File: config.mk
export PLATFORM = sky130hd
export DESIGN_NAME = mul2vector_feeder
export DESIGN_NICKNAME = d
export VERILOG_FILES = /design/src/rtl/mul2vector_feeder.sv
export SDC_FILE = /design/constraint.sdc
export NUM_CORES = 1
export LEC_CHECK = 0
export ABC_CLOCK_PERIOD_IN_PS = 2500
export BUFFER_PORTS_ARGS = -buffer_cell sky130_fd_sc_hd__buf_2
export CAP_MARGIN = 30
export CORE_AREA = 2 2 73 75
export CTS_CLUSTER_DIAMETER = 150
export DETAILED_ROUTE_END_ITERATION = 8
export DIE_AREA = 0 0 75 77
export HOLD_SLACK_MARGIN = 0.08
export SYNTH_ARGS = -nofsm -noshare
export SYNTH_HDL_FRONTEND = slang
export SYNTH_SLANG_ARGS = --single-unit
File: constraint.sdc
create_clock -name clk -period 2.5 [get_ports clk]
set_clock_uncertainty 0.1 [all_clocks]
set_input_delay 0.375 -clock clk [delete_from_list [all_inputs] [get_ports clk]]
set_output_delay 0.375 -clock clk [all_outputs]
set_load 0.02 [all_outputs]
File: src/rtl/mul2vector_feeder.sv
// Operand sequencer for a 2-element dot-product multiplier: buffers a ROWSx2 matrix
// plus a 2-element vector from a serial stream, then issues one row at a time with B.
module mul2vector_feeder #(
    parameter int DW   = 4,
    parameter int ROWS = 2,
    localparam int RW  = (ROWS > 1) ? $clog2(ROWS) : 1,
    localparam int CW  = $clog2(2 * ROWS + 2)
) (
    input  logic          clk,
    input  logic          rst_n,
    input  logic          in_valid,
    output logic          in_ready,
    input  logic [DW-1:0] in_data,
    output logic          op_valid,
    input  logic          op_ready,
    output logic [DW-1:0] A0,
    output logic [DW-1:0] A1,
    output logic [DW-1:0] B0,
    output logic [DW-1:0] B1,
    output logic [RW-1:0] op_row,
    output logic          op_last
);

    typedef enum logic [1:0] {
        S_IDLE,
        S_LOAD,
        S_ISSUE
    } state_t;

    localparam logic [CW-1:0] IDX_B0   = CW'(2 * ROWS);
    localparam logic [CW-1:0] IDX_B1   = CW'(2 * ROWS + 1);
    localparam logic [RW-1:0] ROW_LAST = RW'(ROWS - 1);

    state_t        state;
    logic [CW-1:0] cnt;
    logic [DW-1:0] b0_q;
    logic [DW-1:0] a0_mem [ROWS];
    logic [DW-1:0] a1_mem [ROWS];
    logic [RW-1:0] row_nxt;

    assign row_nxt = op_row + 1'b1;

    // Matrix elements are split by column so a row is fetched with the row index directly;
    // b1 is the final element and goes straight to the B1 output register.
    always_ff @(posedge clk or negedge rst_n) begin
        if (!rst_n) begin
            state    <= S_IDLE;
            in_ready <= 1'b0;
            op_valid <= 1'b0;
            A0       <= '0;
            A1       <= '0;
            B0       <= '0;
            B1       <= '0;
            op_row   <= '0;
            op_last  <= 1'b0;
            cnt      <= '0;
            b0_q     <= '0;
            for (int i = 0; i < ROWS; i++) begin
                a0_mem[i] <= '0;
                a1_mem[i] <= '0;
            end
        end else begin
            case (state)
                S_IDLE: begin
                    state    <= S_LOAD;
                    in_ready <= 1'b1;
                end
                S_LOAD: begin
                    if (in_valid && in_ready) begin
                        if (cnt == IDX_B1) begin
                            cnt      <= '0;
                            op_row   <= '0;
                            in_ready <= 1'b0;
                            op_valid <= 1'b1;
                            A0       <= a0_mem[0];
                            A1       <= a1_mem[0];
                            B0       <= b0_q;
                            B1       <= in_data;
                            op_last  <= (ROW_LAST == '0);
                            state    <= S_ISSUE;
                        end else begin
                            if (cnt == IDX_B0) begin
                                b0_q <= in_data;
                            end else if (cnt[0]) begin
                                a1_mem[cnt[RW:1]] <= in_data;
                            end else begin
                                a0_mem[cnt[RW:1]] <= in_data;
                            end
                            cnt <= cnt + 1'b1;
                        end
                    end
                end
                S_ISSUE: begin
                    if (op_valid && op_ready) begin
                        if (op_row == ROW_LAST) begin
                            op_valid <= 1'b0;
                            op_last  <= 1'b0;
                            in_ready <= 1'b1;
                            state    <= S_LOAD;
                        end else begin
                            op_row  <= row_nxt;
                            A0      <= a0_mem[row_nxt];
                            A1      <= a1_mem[row_nxt];
                            op_last <= (row_nxt == ROW_LAST);
                        end
                    end
                end
                default: begin
                    state <= S_IDLE;
                end
            endcase
        end
    end

endmodule
Word level (Yosys, flattened, before mapping)
Cells that the tools add are included.

storage, ports and cells
  flip-flop bits (word level) = 45

operators by class
  $add $sub $neg = 2
  magnitude comparators = 3
  equality and inequality tests = 9
  mux-type cells = 42
  bitwise gates (word level) = 5
  reduce and logical (&&, ||, !) cells = 16

operators by type and width
  kind                                                             count
  4-bit two-way mux                                                15
  5-bit AND reduction                                              5
  8-bit bitwise mux                                                2
  4-bit one-hot mux with 2 select lines                            2
  1-bit two-way mux                                                12
  4-bit AND reduction                                              3
  2-bit inequality test, second input constant                     5
  2-bit two-way mux                                                4
  3-bit == test, second input constant                             2
  1-bit one-hot mux with 2 select lines                            3
  2-bit one-hot mux with 3 select lines                            1
  4-bit demux with 1-bit select                                    1
  2-bit greater-or-equal comparator, second input constant         2
  1-bit NOT with 2-bit output                                      2
  3-bit by 1-bit adder with 3-bit output, second input constant    1
  1-bit logical AND                                                3
  3-bit two-way mux                                                1
  1-bit NOT                                                        3
  1-bit one-hot mux with 3 select lines                            1
  3-bit AND reduction                                              1
  3-bit nonzero test                                               1
  2-bit by 1-bit == test with 1-bit output, second input constant  1
  2-bit == test, second input constant                             1
  2-bit zero test                                                  1
  4 further kinds                                                  4

Logic depth before layout (Yosys ltp)
Gate-level depths: netlist (run 1).

  depth in word-level cells = 8
  gate-level depth with buffers = 5
  gate-level depth less buffers = 3

Worst setup path before layout (run 1)
OpenSTA, ideal clock, no wires.

  path type = register to register
  start point = register state[1]
  end point = register a1_mem[4] in the netlist's numbering
  arrival time = 1.615 ns
  required time = 2.275 ns
  setup slack = 0.660 ns
  cell stages (with the launch flop) = 5
  buffers on the path = 1
  clock period less this slack = 1.840 ns
  cell sequence = dfrtp_1 > buf_2 > nand4b_4 > or4b_4 > mux2_4

between the ends
  word-level cells in the longest chain between the ends = 2

ends and longest elaborated chain
  element                                   line  source
  from (decl)                               34    state_t state;
  from (signal assigned)                    47    state <= S_IDLE;
  from (signal assigned)                    65    state <= S_LOAD;
  from (signal assigned)                    80    state <= S_ISSUE;
  2-bit by 1-bit == test with 1-bit output  63    case (state)
  5-bit AND reduction (no line)             --
  to (signal, indexed assignment)           85    a1_mem[cnt[RW:1]] <= in_data;
  to (decl)                                 38    logic [DW-1:0] a1_mem [ROWS];

Every way passes these cells.
A chain may end at the register's enable or synchronous reset.

Worst setup path in the final report (run 1)
  start point = register state[1]
  end point = register a1_mem[5] in the netlist's numbering

Same word-level chain as after synthesis.

==> out/results.tsv, run 1 <==
metric	value	unit
outcome	finished, final reports clean	
route.detailed.drc	0	
placed_cells	224	
design.core.area	4980	um^2
drive_gt1_share	54.9	%
drtIter0Drc	105	
setup_viol	0	
drtAntennaViolNets	0	
hp-class	in -> reg	
rows	26	
io_pins	28	
grt_max_degree	46	
cts_root_buf	clkbuf_8	
dpl.hpwl	2.55	mm
worstPathArrival	2.00	ns
final_cells	234	
wl	3.52	mm
p_per_area	1160	nW/um^2
start_util	38.4	%
avgSynthCellArea	14.9	um^2
r2r_cells	3	
setup_ws	0.587	ns
async_flop_share	100	%
diodes	0	
track_usage	13.9	%
cts_hold_buf	0	
p_leak	1.04	nW
grtUsageMet2	22.8	%
cp.depth	3	
clock_latency	0.29	ns
cts_setup_buffers	0	
synthFlopType	dfrtp_1	
grt_pass1_vias	1287	
hold_path_depth	2	
antenna_found_initial	0	
met3_usage	3.29	%
postLayoutCellArea	2260	um^2
tightest_slew	0.614	ns
synth_edf_count	0	
synth_cells	128	
hold_violations	0	
cts.clk_slew.worst_paths	0.09	ns
final_nets	171	
die_w	75	um
syn-num-nets	136	
cts_resized	0	
timing.slew.headroom	58.7	%
r2r_start	state[1]	
path_cells	nand4b_4 > or4b_4 > mux2_4	
min_period_over_period	76.5	%
worst_setup_path_start_kind	flip-flop	
slew_viol_final	0	
critPathKind	reg -> reg	
crit_slowest_cell	or4b_4	
grt_first_pass_wirelength	6.13	mm
maxCapViolations	0	
die-area	5780	um^2
power.total	2.62	mW
synth-seq-cells	45	
dp_slack	0.578	ns
cts.sinks	45	
numCtsBuffers	5	
h-tree-depth	2	
vias_per_cell	4.84	
worstPathRequired	2.59	ns
firstDrtPassIters	4	
fin_tns_setup	0	ns
final_core_util	45.3	%
min_from	in_data[1]	
cts_tree	built	
grt.overflow.total	0	
cts_max_path_buffers	2	
die-height	77	um
rsz0062_at_grt	no	
critical_path.max_fanout	9	
placed_area	2140	um^2
gp_congestion	0.778	
yosysSeqAreaShare	59.0	%
worst_path_largest_cell_delay	0.63	ns
yosys_warnings	0	
period_minus_slack	1.91	ns
vias	1132	
yosysUniqueCellTypes	29	
syn_to_final_growth	18.2	%
netlist_area	1910	um^2
crit_family	simple AND/OR/NAND/NOR gates	
numPortBuffers	27	
whs	0.296	ns
final_cell_mix	45 x dfrtp_1, 40 x mux2_2, 27 x buf_2	
drt-wirelength-per-cell	15.0	um
grt_use_met1	17.4	%
max_freq	523	MHz
critPathCaptureType	flip-flop	
peakVddDrop	0.000501	V
cp-startpoint	state[1]	
mostFrequentLayoutCell	dfrtp_1	
grt.busiest_layer	met2	
path_buf_inv	0	
-- routing by layer --
| metal | part of all wire (%) | wire [um] | vias up |
|---|---|---|---|
| li1 | - | - | 529 |
| met1 | 44 | 1540 | 583 |
| met2 | 51 | 1790 | 15 |
| met3 | 3.5 | 122 | 5 |
| met4 | 1.6 | 58 | 0 |
| met5 | 0 | 0 | - |
-- kinds of logic after synthesis --
| kind of cell | synth area share, % |
|---|---|
| compound gates | 4.59 |
| xor+xnor | 0.459 |
| buf+inv | 1.38 |
| flops | 59.0 |
| mux | 26.7 |
| simple gates | 7.86 |
-- final cells by class --
cell class	count	area (um^2)
clock buffer	5	68.8
clock inverter	3	21.3
timing repair buffer	32	188
sequential	45	1130
tap	70	87.6
fill	457	2720
inverter	2	7.51
multi-input combinational	77	757
-- synthesized netlist by cell type (all sizes together) (2+ instances only) --
cell	instances	area (um^2)
buf	3	15.0
dfrtp	45	1130
inv	2	7.51
mux2	44	510
nand2	4	15.0
nand3	2	10.0
nand4b	2	32.5
nor2	2	7.51
o21ai	6	30.0
o22ai	2	18.8
-- path summary, 6_finish.rpt --
kind / endpoint / slack (ns)
worst max-delay path: a1_mem[5] / 0.59
worst min-delay path: a0_mem[5] / 0.30
worst max register to register: a1_mem[5] / 0.59
worst min register to register: A1[2] / 0.41
max in group asynchronous: A1[3] / 1.37
min in group asynchronous: B0[2] / 0.44
-- report_power, final --
group          internal (mW)  switching, mW  leakage [nW]
clock                  0.198          0.255        0.0445
sequential              1.05          0.214         0.556
combinational          0.487          0.423         0.444
-- sequential cells by signal, indices dropped and copies added, names as in the netlist --
name	cells
op_row	1
B1	4
op_last	1
op_valid	1
b0_q	4
A1	4
state	2
B0	4
a1_mem	8
A0	4
a0_mem	8
cnt	3
in_ready	1
No activity file was read; power rests on OpenSTA's default activity.
==> run 2, diff against run 1 <==
- ABC_CLOCK_PERIOD_IN_PS: 2500 -> 1820
- clock period: 2.5 -> 1.82 ns (I/O delays scaled with it)
==> run 2 against run 1 <==
Combinational power up 46%. Die area unchanged. Flip-flop and latch count unchanged. Critical endpoint unchanged. Highest routed layer unchanged.
==> out/results.tsv, run 2 (same netlist as run 1, synthesis figures left out) <==
metric	value	unit	change
outcome	finished, final reports clean		unchanged
rsz0062_at_grt	no		unchanged
peakVddDrop	0.000829	V	was 0.000501 V
antenna_found_initial	0		unchanged
drtAntennaViolNets	0		unchanged
max_freq	573	MHz	was 523 MHz
final_core_util	46.5	%	was 45.3%
vias_per_cell	4.69		was 4.84
placed_cells	234		was 224
design.core.area	4980	um^2	unchanged
p_per_area	1560	nW/um^2	was 1160 nW/um^2
period_minus_slack	1.75	ns	was 1.91 ns
grt_pass1_vias	1224		was 1287
track_usage	14.0	%	was 13.9%
h-tree-depth	2		unchanged
vias	1139		was 1132
switching_share	32.6	%	was 34.0%
die_w	75	um	unchanged
hold_violations	0		unchanged
timing.slew.headroom	63.4	%	was 58.7%
dpl.hpwl	2.48	mm	was 2.55 mm
maxCapViolations	0		unchanged
critPathCaptureType	flip-flop		unchanged
grt_first_pass_wirelength	6.04	mm	was 6.13 mm
mostFrequentLayoutCell	dfrtp_1		unchanged
min_period_over_period	95.9	%	was 76.5%
p_comb_share	36.8	%	was 34.7%
drtIter0Drc	68		was 105
p_leak	1.08	nW	was 1.04 nW
cts_root_buf	clkbuf_8		unchanged
rows	26		unchanged
path_cells	nand4b_4 > or4b_4 > mux2_4		unchanged
wl	3.45	mm	was 3.52 mm
die-area	5780	um^2	unchanged
diodes	0		unchanged
worstPathArrival	1.82	ns	was 2.00 ns
cts_tree	built		unchanged
critical_path.max_fanout	8		was 9
start_util	38.4	%	unchanged
crit_slowest_cell	or4b_4		unchanged
firstDrtPassIters	3		was 4
final_cells	243		was 234
syn_to_final_growth	21.2	%	was 18.2%
die-height	77	um	unchanged
drt-wirelength-per-cell	14.2	um	was 15.0 um
setup_viol	0		unchanged
setup_ws	0.0749	ns	was 0.587 ns
numCtsBuffers	5		unchanged
critPathKind	reg -> reg		unchanged
grt.overflow.total	0		unchanged
gp_congestion	0.756		was 0.778
path_buf_inv	0		unchanged
tightest_slew	0.549	ns	was 0.614 ns
cts_max_path_buffers	2		unchanged
top_regs	a0_mem: 8 flops, a1_mem: 8 flops		unchanged
final_cell_mix	44 x dfrtp_1, 40 x mux2_2, 27 x buf_2		was 45 x dfrtp_1, 40 x mux2_2, 27 x buf_2
io_pins	28		unchanged
hp-class	in -> reg		unchanged
fin_tns_setup	0	ns	unchanged
route.detailed.drc	0		unchanged
cts_setup_buffers	0		unchanged
cts.clk_slew.worst_paths	0.08	ns	was 0.09 ns
dp_slack	0.00962	ns	was 0.578 ns
crit_family	simple AND/OR/NAND/NOR gates		unchanged
grt_max_degree	46		unchanged
p_switching	1.17	mW	was 893 uW
clock_latency	0.29	ns	about the same
worstPathRequired	1.89	ns	was 2.59 ns
p_clk_share	15.9	%	was 17.3%
worst_path_largest_cell_delay	0.57	ns	was 0.63 ns
cts.sinks	45		unchanged
final_nets	180		was 171
worst_setup_path_start_kind	flip-flop		unchanged
drive_gt1_share	56.1	%	was 54.9%
numPortBuffers	27		unchanged
slew_viol_final	0		unchanged
internal_power	2.43	mW	was 1.73 mW
seq_power_share	47.3	%	was 48.0%
run 2: cell types whose count changed in the layout (fill, tap and decap cells not counted):
cell / before / now
inv_6: 1 / 0
clkinv_2: 1 / 0
dfrtp_1: 45 / 44
clkinvlp_4: 1 / 0
clkbuf_1: 0 / 3
dfrtp_2: 0 / 1
buf_4: 3 / 12
run 2: layout make-up:
class,instances,area (um^2)
tap,70,87.6
clock buffer,8,80.1
inverter,2,7.51
fill,450,2660
sequential,45,1130
timing repair buffer,41,255
multi-input combinational,77,757
run 2: per-stage QoR:
step	hold WS, ns	total power, mW	cell area (um^2)
after floorplan	-0.123	2.63	1910
after CTS	0.204	3.66	2310
after detailed placement	0.294	3.07	2220
after global placement	0.275	3.02	2220
after global routing	0.206	3.86	2310
final	0.217	3.60	2310
run 2: worst paths after layout:
check	start	end	slack, ns	depth (start not counted)
hold / removal	in_data[2]	a1_mem[6]	0.22	2
max in group asynchronous	rst_n	state[0]	0.74	3
hold reg to reg	B1[0]	B1[0]	0.40	1
min in group asynchronous	rst_n	op_row	0.49	3
setup / recovery	state[0]	a1_mem[5]	0.07	3
setup reg to reg	state[0]	a1_mem[5]	0.07	3
run 2: power groups by stage:
stage / Clock, mW / Sequential (mW) / Combinational (mW)
after floorplan: 0 / 1.87 / 0.757
after global placement: 0 / 1.71 / 1.31
after detailed placement: 0 / 1.72 / 1.34
after CTS: 0.595 / 1.71 / 1.35
after global routing: 0.637 / 1.78 / 1.44
final: 0.573 / 1.70 / 1.33
run 2: timing repair:
item / 4_1_cts / 5_1_grt
gates resized for setup: 1 / 0
setup endpoints to repair: 4 / 0
hold endpoints to repair: 45 / 0
hold buffers: 1 / 0
run 2: metal layers:
layer  global-route usage (%)  routed length, um
met5                        0                  0
met4                     5.36                 65
met3                     3.68                108
met2                     21.4               1650
met1                     18.7               1620
